$ cat config.mk
export PLATFORM = sky130hd
export DESIGN_NAME = led_shift_driver
export DESIGN_NICKNAME = d
export VERILOG_FILES = /design/src/rtl/led_pkg.sv /design/src/rtl/led_serializer.sv /design/src/rtl/led_shift_driver.sv
export SDC_FILE = /design/constraint.sdc
export NUM_CORES = 1
export LEC_CHECK = 0
export BUFFER_PORTS_ARGS = -buffer_cell sky130_fd_sc_hd__buf_4
export CORE_UTILIZATION = 35
export DETAILED_ROUTE_END_ITERATION = 6
export PLACE_DENSITY_LB_ADDON = 0.05
export SLEW_MARGIN = 20
export SYNTH_ARGS = -nofsm -noshare
export SYNTH_HDL_FRONTEND = slang
export SYNTH_HIERARCHICAL = 1
export SYNTH_SLANG_ARGS = --single-unit
$ cat constraint.sdc
create_clock -name csi_clk -period 12.4 [get_ports csi_clk]
set_input_delay 1.24 -clock csi_clk [delete_from_list [all_inputs] [get_ports csi_clk]]
set_output_delay 1.24 -clock csi_clk [all_outputs]
set_load 0.02 [all_outputs]
$ cat src/rtl/led_pkg.sv
// Shared constants for the POV LED shift driver: register map, CTRL bit positions, serializer states.
package led_pkg;

  localparam int unsigned BUS_W       = 32;

  localparam int unsigned ADDR_CTRL   = 0;
  localparam int unsigned ADDR_CLKDIV = 1;
  localparam int unsigned ADDR_CH0    = 2;

  localparam int unsigned CTRL_EN     = 0;
  localparam int unsigned CTRL_START  = 1;
  localparam int unsigned CTRL_AUTO   = 2;
  localparam int unsigned CTRL_BUSY   = 8;

  typedef enum logic [1:0] {
    ST_IDLE,
    ST_LOW,
    ST_HIGH,
    ST_LATCH
  } led_state_e;

endpackage

$ cat src/rtl/led_serializer.sv
// Frame serializer: snapshots one frame word and divider on start, then shifts it out MSB first
// as LOW/HIGH sclk phases of div+1 cycles each, followed by a latch phase and a done pulse.
module led_serializer
  import led_pkg::*;
#(
  parameter int unsigned NUM_BITS = 16,
  parameter int unsigned DIV_W    = 8
) (
  input  logic                csi_clk,
  input  logic                rsi_reset,
  input  logic                start,
  input  logic [DIV_W-1:0]    div,
  input  logic [NUM_BITS-1:0] frame,
  output logic                sclk,
  output logic                sdata,
  output logic                latch,
  output logic                busy,
  output logic                done
);

  localparam int unsigned     BIT_W    = (NUM_BITS > 1) ? $clog2(NUM_BITS) : 1;
  localparam logic [BIT_W-1:0] LAST_BIT = BIT_W'(NUM_BITS - 1);

  led_state_e          state_q, state_d;
  logic [DIV_W-1:0]    div_q, div_d;
  logic [DIV_W-1:0]    phase_q, phase_d;
  logic [BIT_W-1:0]    bit_q, bit_d;
  logic [NUM_BITS-1:0] shreg_q, shreg_d;
  logic                sclk_d, sdata_d, latch_d, busy_d, done_d;

  // State, datapath and pin registers
  always_ff @(posedge csi_clk or posedge rsi_reset) begin
    if (rsi_reset) begin
      state_q <= ST_IDLE;
      div_q   <= '0;
      phase_q <= '0;
      bit_q   <= '0;
      shreg_q <= '0;
      sclk    <= 1'b0;
      sdata   <= 1'b0;
      latch   <= 1'b0;
      busy    <= 1'b0;
      done    <= 1'b0;
    end else begin
      state_q <= state_d;
      div_q   <= div_d;
      phase_q <= phase_d;
      bit_q   <= bit_d;
      shreg_q <= shreg_d;
      sclk    <= sclk_d;
      sdata   <= sdata_d;
      latch   <= latch_d;
      busy    <= busy_d;
      done    <= done_d;
    end
  end

  // Next state; pins are decoded from the next state so they line up with the state register
  always_comb begin
    state_d = state_q;
    div_d   = div_q;
    phase_d = phase_q;
    bit_d   = bit_q;
    shreg_d = shreg_q;
    sclk_d  = 1'b0;
    sdata_d = 1'b0;
    latch_d = 1'b0;
    busy_d  = 1'b0;
    done_d  = 1'b0;

    unique case (state_q)
      ST_IDLE: begin
        if (start) begin
          state_d = ST_LOW;
          div_d   = div;
          shreg_d = frame;
          phase_d = '0;
          bit_d   = '0;
        end
      end
      ST_LOW: begin
        if (phase_q == div_q) begin
          phase_d = '0;
          state_d = ST_HIGH;
        end else begin
          phase_d = phase_q + 1'b1;
        end
      end
      ST_HIGH: begin
        if (phase_q == div_q) begin
          phase_d = '0;
          if (bit_q == LAST_BIT) begin
            state_d = ST_LATCH;
          end else begin
            bit_d   = bit_q + 1'b1;
            shreg_d = shreg_q << 1;
            state_d = ST_LOW;
          end
        end else begin
          phase_d = phase_q + 1'b1;
        end
      end
      ST_LATCH: begin
        if (phase_q == div_q) begin
          phase_d = '0;
          state_d = ST_IDLE;
          done_d  = 1'b1;
        end else begin
          phase_d = phase_q + 1'b1;
        end
      end
      default: state_d = ST_IDLE;
    endcase

    unique case (state_d)
      ST_LOW:   sdata_d = shreg_d[NUM_BITS-1];
      ST_HIGH: begin
        sclk_d  = 1'b1;
        sdata_d = shreg_d[NUM_BITS-1];
      end
      ST_LATCH: latch_d = 1'b1;
      default:  ;
    endcase
    busy_d = (state_d != ST_IDLE);
  end

endmodule

$ cat src/rtl/led_shift_driver.sv
// Avalon-MM LED driver for the POV display: CTRL/CLKDIV/channel register file with registered
// readback, START/AUTO frame triggering, and the frame serializer driving the LED chain.
module led_shift_driver
  import led_pkg::*;
#(
  parameter int unsigned NUM_CH  = 8,
  parameter int unsigned DATA_W  = 16,
  parameter int unsigned ADDR_W  = 4,
  parameter int unsigned DIV_W   = 8,
  parameter int unsigned DEF_DIV = 4
) (
  input  logic              csi_clk,
  input  logic              rsi_reset,
  input  logic [ADDR_W-1:0] avs_address,
  input  logic              avs_write,
  input  logic [BUS_W-1:0]  avs_writedata,
  input  logic              avs_read,
  output logic [BUS_W-1:0]  avs_readdata,
  output logic              led_sclk,
  output logic              led_sdata,
  output logic              led_latch,
  output logic              led_en,
  output logic              frame_done
);

  localparam int unsigned NUM_BITS = NUM_CH * DATA_W;

  logic                           ctrl_en_q, ctrl_auto_q;
  logic [DIV_W-1:0]               clkdiv_q;
  logic [NUM_CH-1:0][DATA_W-1:0]  ch_q;
  logic [NUM_CH:0][BUS_W-1:0]     ch_rd_c;
  logic [BUS_W-1:0]               rd_mux_c;
  logic                           wr_ctrl_c, wr_div_c, start_c, busy;
  logic                           unused_wdata_c;

  assign wr_ctrl_c      = avs_write && (avs_address == ADDR_W'(ADDR_CTRL));
  assign wr_div_c       = avs_write && (avs_address == ADDR_W'(ADDR_CLKDIV));
  assign unused_wdata_c = ^avs_writedata;

  // START only acts in IDLE (serializer ignores it otherwise); AUTO restarts from the done cycle
  assign start_c = (wr_ctrl_c && avs_writedata[CTRL_START]) || (frame_done && ctrl_auto_q);

  always_ff @(posedge csi_clk or posedge rsi_reset) begin
    if (rsi_reset) begin
      ctrl_en_q   <= 1'b0;
      ctrl_auto_q <= 1'b0;
      clkdiv_q    <= DIV_W'(DEF_DIV);
    end else begin
      if (wr_ctrl_c) begin
        ctrl_en_q   <= avs_writedata[CTRL_EN];
        ctrl_auto_q <= avs_writedata[CTRL_AUTO];
      end
      if (wr_div_c) begin
        clkdiv_q <= avs_writedata[DIV_W-1:0];
      end
    end
  end

  assign ch_rd_c[0] = '0;

  // Channel registers; packed so CH[NUM_CH-1] lands in the frame MSBs
  for (genvar g = 0; g < NUM_CH; g++) begin : g_ch
    logic hit_c;
    assign hit_c = (avs_address == ADDR_W'(ADDR_CH0 + g));

    always_ff @(posedge csi_clk or posedge rsi_reset) begin
      if (rsi_reset) begin
        ch_q[g] <= '0;
      end else if (avs_write && hit_c) begin
        ch_q[g] <= avs_writedata[DATA_W-1:0];
      end
    end

    assign ch_rd_c[g+1] = ch_rd_c[g] | (hit_c ? BUS_W'(ch_q[g]) : '0);
  end

  always_comb begin
    rd_mux_c = ch_rd_c[NUM_CH];
    if (avs_address == ADDR_W'(ADDR_CTRL)) begin
      rd_mux_c            = '0;
      rd_mux_c[CTRL_EN]   = ctrl_en_q;
      rd_mux_c[CTRL_AUTO] = ctrl_auto_q;
      rd_mux_c[CTRL_BUSY] = busy;
    end else if (avs_address == ADDR_W'(ADDR_CLKDIV)) begin
      rd_mux_c = BUS_W'(clkdiv_q);
    end
  end

  always_ff @(posedge csi_clk or posedge rsi_reset) begin
    if (rsi_reset) begin
      avs_readdata <= '0;
    end else begin
      avs_readdata <= avs_read ? rd_mux_c : '0;
    end
  end

  assign led_en = ctrl_en_q;

  led_serializer #(
    .NUM_BITS (NUM_BITS),
    .DIV_W    (DIV_W)
  ) u_serializer (
    .csi_clk   (csi_clk),
    .rsi_reset (rsi_reset),
    .start     (start_c),
    .div       (clkdiv_q),
    .frame     (ch_q),
    .sclk      (led_sclk),
    .sdata     (led_sdata),
    .latch     (led_latch),
    .busy      (busy),
    .done      (frame_done)
  );

endmodule

==> impl_results.md, run 1 <==
- Final setup violation count: 0
- Deepest level of the CTS H-tree: 2
- Setup Crit Path Kind: input pin to flip-flop
- Starting Density: 0.357
- Clock Latency Late Sink: approximately 0.55 ns
- Cts-stage hold buffer count: 0
- Number of port buffers: 44
- Antenna violations before repair: 3
- Crit path time final: 4.71 ns
- Library cell with the highest instance count after synthesis: sky130_fd_sc_hd__dfrtp_1
- Die outline height: 204 µm
- Post-CTS setup buffers: 0
- Global router's overall resource usage: 0.220
- Unrepaired setup endpoints after global routing: no
- Routed wirelength normalized by instance count: 26.5 µm
- Hold Vio Cnt, Final: 0
- CP peak stage delay: 0.93 ns
- Final cycle utilization of the critical path: 0.380
- Vias in the first global route: 9678
- CP arrival: 5.14 ns
- Global-route wire length before repair: 67.1 mm
- Synthesized instance count: about 1100
- Total Die Area: between 40000 and 50000 µm²
- Final setup skew: roughly 0.020 ns
- Sum of routed wire length over all layers: 44.7 mm
- Sw Share: 0.312
- Largest cells by area after synthesis: sky130_fd_sc_hd__dfrtp_1, sky130_fd_sc_hd__mux2_2, sky130_fd_sc_hd__a22o_1
- Synthesized area per cell: between 10 and 15 µm²
- Critical Path End Type: flip-flop
- Cell type of the slowest stage on the worst timing path: sky130_fd_sc_hd__and2_4
- Average via count per standard cell: between 5 and 6
- Max-slew violation count: 0
- Power Density: 201 nW/µm²
- Fmax achieved: 212 MHz
- Final layout net count: approximately 1200
- TritonCTS Buffers: 38
- P_int: 0.00222 W
- Outcome: completed
- Number of gates resized after CTS: 0
- Final estimated routing congestion in global placement: between 0.7 and 0.8
- Area after detailed placement: 14800 µm²
- Final routed DRC violation total: 0
- Clock transition at the registers of the reported paths: ~0.060 ns
- Most frequent cells after synthesis: sky130_fd_sc_hd__dfrtp_1, sky130_fd_sc_hd__mux2_2, sky130_fd_sc_hd__a22o_1
- Dominant synthesized flop cell: sky130_fd_sc_hd__dfrtp_1
- Rows: 73
- Number of flops mapped to enable cells by yosys: 0
- Number of placed I/O pins: 77
- Post-Syn Area: 14300 µm²
- Clock tree from TritonCTS: built
- Die X-Extent: 204 µm
- Startpoint class of the critical path: input pin
- Core area: ~40000 µm²
- FFs w/ async S/R, synth: 1.00
- Class of the tightest hold or removal check: flip-flop to flip-flop
- Antenna Nets Post-Route: 0
- Setup Total Neg Slack: 0 ns
- Top fanout value on the critical path: 78
- Pre-antenna DRT Iters: 5
- Combinational fraction of design power: 0.196
- Share of the synthesized area in the top cell type: 0.545
- Number of flip-flops and latches in the synthesized netlist: 312
- Post-DP HPWL: 27.4 mm
- Transition time of the tightest slew-check pin: 1.11 ns
- Library cell with the largest summed area after synthesis: sky130_fd_sc_hd__dfrtp_1
- Violation count after the first detailed-routing iteration: ~620
- Number of max-capacitance violations reported: 0
- Filler cell count in the final layout: 3883
- Pin count of the biggest net entering global routing: 89
- Ordered cell list for the critical path: buf_4, nor2_4, nand3_1, o21ai_0, and2_4, o22ai_4, buf_4, buf_4, a21o_1
- Fraction of power consumed by sequential logic: 0.462
- Leakage: 8.17 nW
- Part of the Yosys area used for sequential elements: 0.547
- Share of power burned in the clock network: 0.343
- Number of warnings printed during yosys synthesis: 6
- Synth-to-layout area growth: 12.3%
- Total number of vias: 9496
- Count of clock tree sinks: 312
- CP dominant cell by count: sky130_fd_sc_hd__buf_4
- Final instance area: approximately 16000 µm²
- Root Buffer Master: sky130_fd_sc_hd__clkbuf_16
- Distinct cells, synth: 77
- Worst vdd rail ir drop: roughly 0.12 mV
- Relative max-transition margin: 0.258
- Maximum buffer depth of the clock tree: 3
- Power dissipated by switching net loads: 0.00101 W
- Layout cell share with drive strength beyond 1: 0.246
- Critical path required time: 12.83 ns
- Global-route congestion overflow total: 0
[stage by stage]
step | hold slack [ns] | setup WS, ns | power [W] | std cells | utilization
5_1_grt | 0.487 | 7.45 | 0.00341 | 1687 | 0.401
3_5_place_dp | 0.466 | 7.08 | 0.00215 | 1617 | 0.370
4_1_cts | 0.479 | 7.63 | 0.00327 | 1687 | 0.401
2_1_floorplan | 0.450 | 6.90 | 0.00192 | 1133 | -
3_3_place_gp | 0.459 | 7.06 | 0.00213 | 1617 | 0.370
6_report | 0.475 | 7.69 | 0.00323 | 1688 | 0.401
[layout by cell type (no fill, tap or decap), types with 3 or more instances in the layout]
master / instances
sky130_fd_sc_hd__a21o_1: 126
sky130_fd_sc_hd__a21oi_1: 17
sky130_fd_sc_hd__a221oi_1: 3
sky130_fd_sc_hd__a222oi_1: 5
sky130_fd_sc_hd__a22o_1: 136
sky130_fd_sc_hd__a22oi_1: 13
sky130_fd_sc_hd__a31oi_1: 5
sky130_fd_sc_hd__a32oi_1: 5
sky130_fd_sc_hd__and3_1: 10
sky130_fd_sc_hd__buf_4: 58
sky130_fd_sc_hd__clkbuf_1: 16
sky130_fd_sc_hd__clkbuf_16: 41
sky130_fd_sc_hd__clkbuf_8: 6
sky130_fd_sc_hd__clkinv_2: 4
sky130_fd_sc_hd__conb_1: 16
sky130_fd_sc_hd__dfrtp_1: 311
sky130_fd_sc_hd__ha_1: 5
sky130_fd_sc_hd__inv_1: 7
sky130_fd_sc_hd__mux2_2: 139
sky130_fd_sc_hd__mux2_4: 10
sky130_fd_sc_hd__mux2i_1: 13
sky130_fd_sc_hd__nand2_1: 29
sky130_fd_sc_hd__nand2b_1: 4
sky130_fd_sc_hd__nand3_1: 13
sky130_fd_sc_hd__nor2_1: 26
sky130_fd_sc_hd__nor2b_1: 17
sky130_fd_sc_hd__nor3_1: 5
sky130_fd_sc_hd__nor4_1: 3
sky130_fd_sc_hd__o211ai_1: 3
sky130_fd_sc_hd__o21a_1: 4
sky130_fd_sc_hd__o21ai_0: 30
sky130_fd_sc_hd__o21ai_1: 3
sky130_fd_sc_hd__o22ai_1: 4
sky130_fd_sc_hd__or4_1: 3
sky130_fd_sc_hd__xnor2_1: 12
[metal layers]
metal | GRT usage | wire, µm
met5 | 0 | 9
met4 | 0.0472 | 705
met3 | 0.0403 | 1920
met2 | 0.334 | 20000
met1 | 0.326 | 22000
[logic make-up (layout without fill, tap and decap cells)]
| group | Yosys count | count (layout) | share of synthesized area |
|---|---|---|---|
| flops | 312 | 312 | 0.547 |
| compound gates | 375 | 375 | 0.203 |
| buf+inv | 108 | 137 | 0.0480 |
| fa+ha+maj | 5 | 5 | 0.00438 |
| xor+xnor | 13 | 13 | 0.00797 |
| simple gates | 140 | 140 | 0.0587 |
| other cells | 1 | 17 | 0.000263 |
| mux | 164 | 164 | 0.131 |
[final cells by class]
| type | count | area, µm² | share of cell area |
|---|---|---|---|
| clock buffers | 63 | 1170 | 0.0729 |
| well taps | 525 | 657 | 0.0410 |
| diodes | 1 | 2.50 | 0.000156 |
| clock inverters | 7 | 65.1 | 0.00406 |
| inverters | 9 | 43.8 | 0.00273 |
| multi-input cells | 713 | 5860 | 0.365 |
| repair buffers | 58 | 435 | 0.0271 |
| flip-flops and latches | 312 | 7810 | 0.487 |
[power by group through the flow]
stage | logic, W | clock network (W) | registers (W)
after detailed placement | 0.000640 | 0 | 0.00151
after floorplan | 0.000491 | 0 | 0.00143
after global placement | 0.000631 | 0 | 0.00150
after CTS | 0.000642 | 0.00114 | 0.00149
after global routing | 0.000699 | 0.00118 | 0.00153
final | 0.000632 | 0.00111 | 0.00149
[final timing paths]
| kind | start | endpoint | slack, ns | cells after the start |
|---|---|---|---|---|
| setup reg to reg | u_serializer/done | u_serializer/shreg_q[37] | 9.03 | 7 |
| hold / removal | u_serializer/shreg_q[19] | u_serializer/shreg_q[19] | 0.48 | 1 |
| setup / recovery | avs_address[0] | u_serializer/shreg_q[37] | 7.69 | 9 |
| max in group asynchronous | rsi_reset | u_serializer/shreg_q[92] | 9.73 | 4 |
| hold reg to reg | u_serializer/shreg_q[19] | u_serializer/shreg_q[19] | 0.48 | 1 |
| min in group asynchronous | rsi_reset | u_serializer/div_q[5] | 0.73 | 2 |
[sequential cells by signal, summed over array words and instances, names as in the netlist, 2 cells and up]
| signal | cells |
|---|---|
| u_serializer/state_q | 2 |
| u_serializer/shreg_q | 128 |
| ch_q | 128 |
| avs_readdata | 16 |
| u_serializer/phase_q | 8 |
| u_serializer/bit_q | 7 |
| u_serializer/div_q | 8 |
| clkdiv_q | 8 |
[worst max-delay path: cells and delay by family]
kind	cells	cell delay (ns)
AOI/OAI and AO/OA	3	1.01
buffers and inverters	3	1.15
and+or+nand+nor	3	1.62
Power figures use the tool's default switching activity.
==> run 2: changes to the inputs <==
==> constraint.sdc (replaced) <==
create_clock -name csi_clk -period 4.5 [get_ports csi_clk]
set_input_delay 0.45 -clock csi_clk [delete_from_list [all_inputs] [get_ports csi_clk]]
set_output_delay 0.45 -clock csi_clk [all_outputs]
set_load 0.02 [all_outputs]
==> impl_results.md, run 2 (same netlist as run 1, synthesis figures left out) <==
- Startpoint class of the critical path: flip-flop
- Die outline height: between 200 and 250 µm
- Power Density: 548 nW/µm²
- Clock transition at the registers of the reported paths: ~0.06 ns
- Post-Route Utilization: 0.404
- Setup Crit Path Kind: flip-flop to flip-flop
- Violation count after the first detailed-routing iteration: 584
- Post-DP HPWL: 28.4 mm
- Rows: 73
- Starting Density: 0.357
- Routed wirelength normalized by instance count: approximately 27 µm
- Number of port buffers: 44
- Combinational fraction of design power: 0.204
- Total number of vias: 9483
- Worst hold slack after final layout: roughly 0.22 ns
- TritonCTS Buffers: 37
- Count of clock tree sinks: between 300 and 400
- Placed Cells incl. Taps: 1630
- Highest-count cells in the layout ignoring fill and taps: sky130_fd_sc_hd__dfrtp_1, sky130_fd_sc_hd__mux2_2, sky130_fd_sc_hd__a22o_1
- Layout cell share with drive strength beyond 1: 0.257
- Transition time of the tightest slew-check pin: 1.18 ns
- Largest delay contributor family on the critical path: simple AND/OR/NAND/NOR gates
- Hold Vio Cnt, Final: 0
- Die X-Extent: approximately 200 µm
- Fraction of power consumed by sequential logic: 0.464
- Worst vdd rail ir drop: about 0.27 mV
- Fmax achieved: 389 MHz
- Final setup violation count: 0
- Vias in the first global route: 9718
- Global-route congestion overflow total: 0
- Maximum buffer depth of the clock tree: 3
- Deepest level of the CTS H-tree: 2
- Synth-to-layout area growth: 13.3%
- Final estimated routing congestion in global placement: around 0.76
- CP arrival: 3.05 ns
- Pre-antenna DRT Iters: 7
- Outcome: completed
- Biggest registers after layout: ch_q x128, u_serializer/shreg_q x128, avs_readdata x16
- R2r setup slk: 1.93 ns
- Final setup skew: 0.0134 ns
- P_int: 0.00609 W
- Critical path required time: 4.98 ns
- Average via count per standard cell: between 5 and 6
- Critical Path End Type: flip-flop
- Post-layout instance count excluding filler cells: 1698
- Core area: 40000 µm²
- Final routed DRC violation total: 0
- Crit path time final: 2.57 ns
- Clock tree from TritonCTS: built
- CP peak stage delay: between 0.6 and 0.7 ns
- Post-CTS setup buffers: 0
- Antenna violations before repair: 3
- Share of power burned in the clock network: 0.333
- Sw Share: 0.313
- Buffers & Inverters on Critical Path: 2
- Power dissipated by switching net loads: 0.00278 W
- Final layout net count: approximately 1200
- Antenna Nets Post-Route: 0
- Pin count of the biggest net entering global routing: 134
- Number of max-capacitance violations reported: 0
- Global-route wire length before repair: 68.2 mm
- Total Die Area: 41600 µm²
- Most common cell after layout, fill and taps aside: sky130_fd_sc_hd__dfrtp_1
- Setup Total Neg Slack: 0 ns
- Filler cell count in the final layout: 3820
- Unrepaired setup endpoints after global routing: no
- Leakage: between 8 and 9 nW
- Ordered cell list for the critical path: and4_1, and3_1, nor4_4, buf_6, buf_4, a22o_1, a21o_1
- Number of placed I/O pins: 77
- Cell type of the slowest stage on the worst timing path: sky130_fd_sc_hd__nor4_4
- Sum of routed wire length over all layers: 45.4 mm
- Final cycle utilization of the critical path: 0.571
- Global router's overall resource usage: 0.225
- Top fanout value on the critical path: 21
- Clock Latency Late Sink: approximately 0.54 ns
- Max-slew violation count: 0
- Class of the tightest hold or removal check: input pin to flip-flop
- Relative max-transition margin: 0.195
- Root Buffer Master: sky130_fd_sc_hd__clkbuf_16
==> run 2: power by group through the flow <==
stage | combinational [W] | clock, W | sequential [W]
global route | 0.00200 | 0.00316 | 0.00420
global placement | 0.00179 | 0 | 0.00414
detailed placement | 0.00182 | 0 | 0.00415
finish | 0.00181 | 0.00295 | 0.00411
CTS | 0.00182 | 0.00305 | 0.00410
floorplan | 0.00135 | 0 | 0.00395
==> run 2: repair_timing <==
action	4_1_cts	5_1_grt
hold buffers	1	0
hold endpoints to repair	39	0
gates resized for setup	0	0
==> run 2: final timing paths <==
kind / from / end / cells past startpoint
worst max-delay path: u_serializer/bit_q[3] / u_serializer/shreg_q[27] / 7
worst min register to register: u_serializer/shreg_q[87] / u_serializer/shreg_q[87] / 1
worst max register to register: u_serializer/bit_q[3] / u_serializer/shreg_q[27] / 7
worst min-delay path: avs_writedata[1] / ch_q[49] / 2
max in group asynchronous: rsi_reset / ch_q[56] / 4
min in group asynchronous: rsi_reset / ch_q[20] / 3
==> run 2: metal layers <==
metal / track usage / routed length (µm)
met1: 0.332 / 22300
met2: 0.337 / 20600
met3: 0.0418 / 1760
met4: 0.0533 / 735
met5: 0 / 9
==> run 2: area by class of cell <==
class	instances	area (µm²)	area share
tap	525	657	0.0406
clock buffer	57	1110	0.0687
timing repair buffer	72	634	0.0392
clock inverter	8	65.1	0.00402
multi-input combinational	713	5860	0.362
sequential	312	7810	0.483
inverter	9	41.3	0.00255
antenna	2	5.00	0.000309
==> run 2: per-stage QoR <==
stage / setup WS, ns / instance area (µm²) / power, W
6_report: 1.93 / 16200 / 0.00887
5_1_grt: 1.51 / 16200 / 0.00935
4_1_cts: 1.89 / 16200 / 0.00898
3_5_place_dp: 1.39 / 15000 / 0.00597
3_3_place_gp: 1.40 / 15000 / 0.00593
2_1_floorplan: 1.92 / 14300 / 0.00530
==> run 3: changes to the inputs <==
==> constraint.sdc (replaced) <==
create_clock -name csi_clk -period 2.4 [get_ports csi_clk]
set_input_delay 0.24 -clock csi_clk [delete_from_list [all_inputs] [get_ports csi_clk]]
set_output_delay 0.24 -clock csi_clk [all_outputs]
set_load 0.02 [all_outputs]
==> impl_results.md, run 3 (same netlist as run 1, synthesis figures left out) <==
- Outcome: completed
- Number of placed I/O pins: 77
- Vias in the first global route: 10200
- CP dominant cell by count: sky130_fd_sc_hd__buf_4
- Global-route wire length before repair: between 60 and 70 mm
- Deepest level of the CTS H-tree: 2
- Sum of routed wire length over all layers: 45.6 mm
- Top fanout value on the critical path: 22
- Max-slew violation count: 0
- Antenna Nets Post-Route: 0
- Class of the tightest hold or removal check: input pin to flip-flop
- Violation count after the first detailed-routing iteration: 591
- Startpoint of the worst setup timing path: u_serializer/phase_q[6]
- R2r setup slk: about 0.23 ns
- Cell type of the slowest stage on the worst timing path: sky130_fd_sc_hd__dfrtp_1
- Final routed DRC violation total: 0
- Setup Total Neg Slack: 0 ns
- Root Buffer Master: sky130_fd_sc_hd__clkbuf_16
- Power Density: 1010 nW/µm²
- Synth-to-layout area growth: 19.3%
- Clock tree from TritonCTS: built
- Placed Cells incl. Taps: 1695
- Global router's overall resource usage: 0.227
- Pin count of the biggest net entering global routing: 89
- Crit path time final: 2.17 ns
- Die X-Extent: 204 µm
- TritonCTS Buffers: 37
- Relative max-transition margin: 0.374
- Final estimated routing congestion in global placement: 0.780
- Total Die Area: 41600 µm²
- Pre-antenna DRT Iters: 5
- R2R depth: 8
- Overall Power: roughly 0.017 W
- Critical path required time: 2.89 ns
- Global-route congestion overflow total: 0
- Fmax achieved: 460 MHz
- Number of port buffers: 44
- CP arrival: 2.66 ns
- Hold Vio Cnt, Final: 0
- Antenna violations before repair: 2
- Routed wirelength normalized by instance count: ~26 µm
- Final layout net count: roughly 1300
- Post-DP HPWL: between 30 and 40 mm
- Worst hold slack after final layout: ~0.039 ns
- Die outline height: between 200 and 250 µm
- Rows: 73
- Starting Density: 0.357
- Layout cell share with drive strength beyond 1: 0.297
- Transition time of the tightest slew-check pin: between 0.9 and 1 ns
- Ordered cell list for the critical path: xnor2_1, nand4_2, buf_4, nor4_4, buf_12, buf_4, a22o_1, a21o_1
- Clock Latency Late Sink: 0.55 ns
- Highest-count cells in the layout ignoring fill and taps: sky130_fd_sc_hd__dfrtp_1, sky130_fd_sc_hd__mux2_2, sky130_fd_sc_hd__a22o_1
- Post-CTS setup buffers: 0
- Startpoint class of the critical path: flip-flop
- Filler cell count in the final layout: 3812
- Unrepaired setup endpoints after global routing: no
- Biggest registers after layout: ch_q x128, u_serializer/shreg_q x128, avs_readdata x16
- Setup Crit Path Kind: flip-flop to flip-flop
- Clock transition at the registers of the reported paths: around 0.06 ns
- Count of clock tree sinks: 312
- Number of max-capacitance violations reported: 0
- Most common cell after layout, fill and taps aside: sky130_fd_sc_hd__dfrtp_1
- Post-Route Utilization: 0.426
- CP peak stage delay: approximately 0.43 ns
- Core area: 40000 µm²
- Final setup violation count: 0
- Average via count per standard cell: 5.47
- Maximum buffer depth of the clock tree: 3
- Post-layout instance count excluding filler cells: 1770
- RR Startpoint: u_serializer/phase_q[6]
- Worst reg2reg endpoint: u_serializer/shreg_q[66]
- Final setup skew: ~0.017 ns
- Worst vdd rail ir drop: 0.465 mV
- Final cycle utilization of the critical path: 0.905
- Critical Path End Type: flip-flop
- Critical Path Sink: u_serializer/shreg_q[66]
- Total number of vias: 9677
- Leakage: 8.71 nW
==> run 3: changes by cell type in the layout (fill, tap and decap cells not counted), sizes merged <==
cell         before  now
bufinv            1    2
dlygate4sd3       1    7
clkbuf           57   56
inv               7    8
buf              71  136
==> run 3: worst max-delay path, delay by kind of cell (launching register included) <==
kind	cells	cell delay (ns)
flops	1	0.43
simple gates	2	0.47
compound gates	2	0.30
xor+xnor	1	0.19
buf+inv	3	0.70
==> run 3: worst min path at each step <==
stage | startpoint | endpoint | slack [ns] | cells after the start
floorplan | avs_read | avs_readdata[8] | 0.36 | 1
global placement | rsi_reset | u_serializer/shreg_q[84] | 0.43 | 2
detailed placement | rsi_reset | u_serializer/shreg_q[84] | 0.42 | 2
CTS | avs_writedata[8] | ch_q[88] | 0.005 | 2
global route | avs_writedata[8] | ch_q[88] | 0.02 | 2
finish | avs_writedata[8] | ch_q[8] | 0.04 | 2
==> run 3: through the flow <==
step	setup WS, ns	cell area [µm²]
6_report	0.228	17000
3_5_place_dp	0.0438	15700
5_1_grt	0.00244	17000
2_1_floorplan	0.0287	14300
3_3_place_gp	0.134	15700
4_1_cts	0.148	17000
==> run 3: routing by layer <==
metal | track usage | part of all wire
met3 | 0.0442 | 0.050
met2 | 0.342 | 0.44
met1 | 0.333 | 0.49
met4 | 0.0530 | 0.019
met5 | 0 | 0.00059
==> run 3: what timing repair did <==
item / 4_1_cts / 5_1_grt
hold endpoints to repair: 197 / 0
endpoints found under the setup margin: 0 / 1
resized for setup: 0 / 2
hold buffers: 7 / 0
==> run 3: power breakdown <==
part           leakage [nW]  internal, W  switching (W)
clock                 0.621      0.00349        0.00228
combinational          4.02      0.00180        0.00194
sequential             4.07      0.00660        0.00107
total                  8.71       0.0119        0.00529
==> run 3: layout make-up <==
class                           count  area, µm²  share of cell area
Antenna cell                        2       5.00            0.000294
Clock buffer                       56       1140              0.0669
Clock inverter                     10        104             0.00610
Inverter                            9       41.3             0.00242
Multi-Input combinational cell    713       5860               0.344
Sequential cell                   312       7810               0.458
Tap cell                          525        657              0.0386
Timing Repair Buffer              143       1420              0.0831
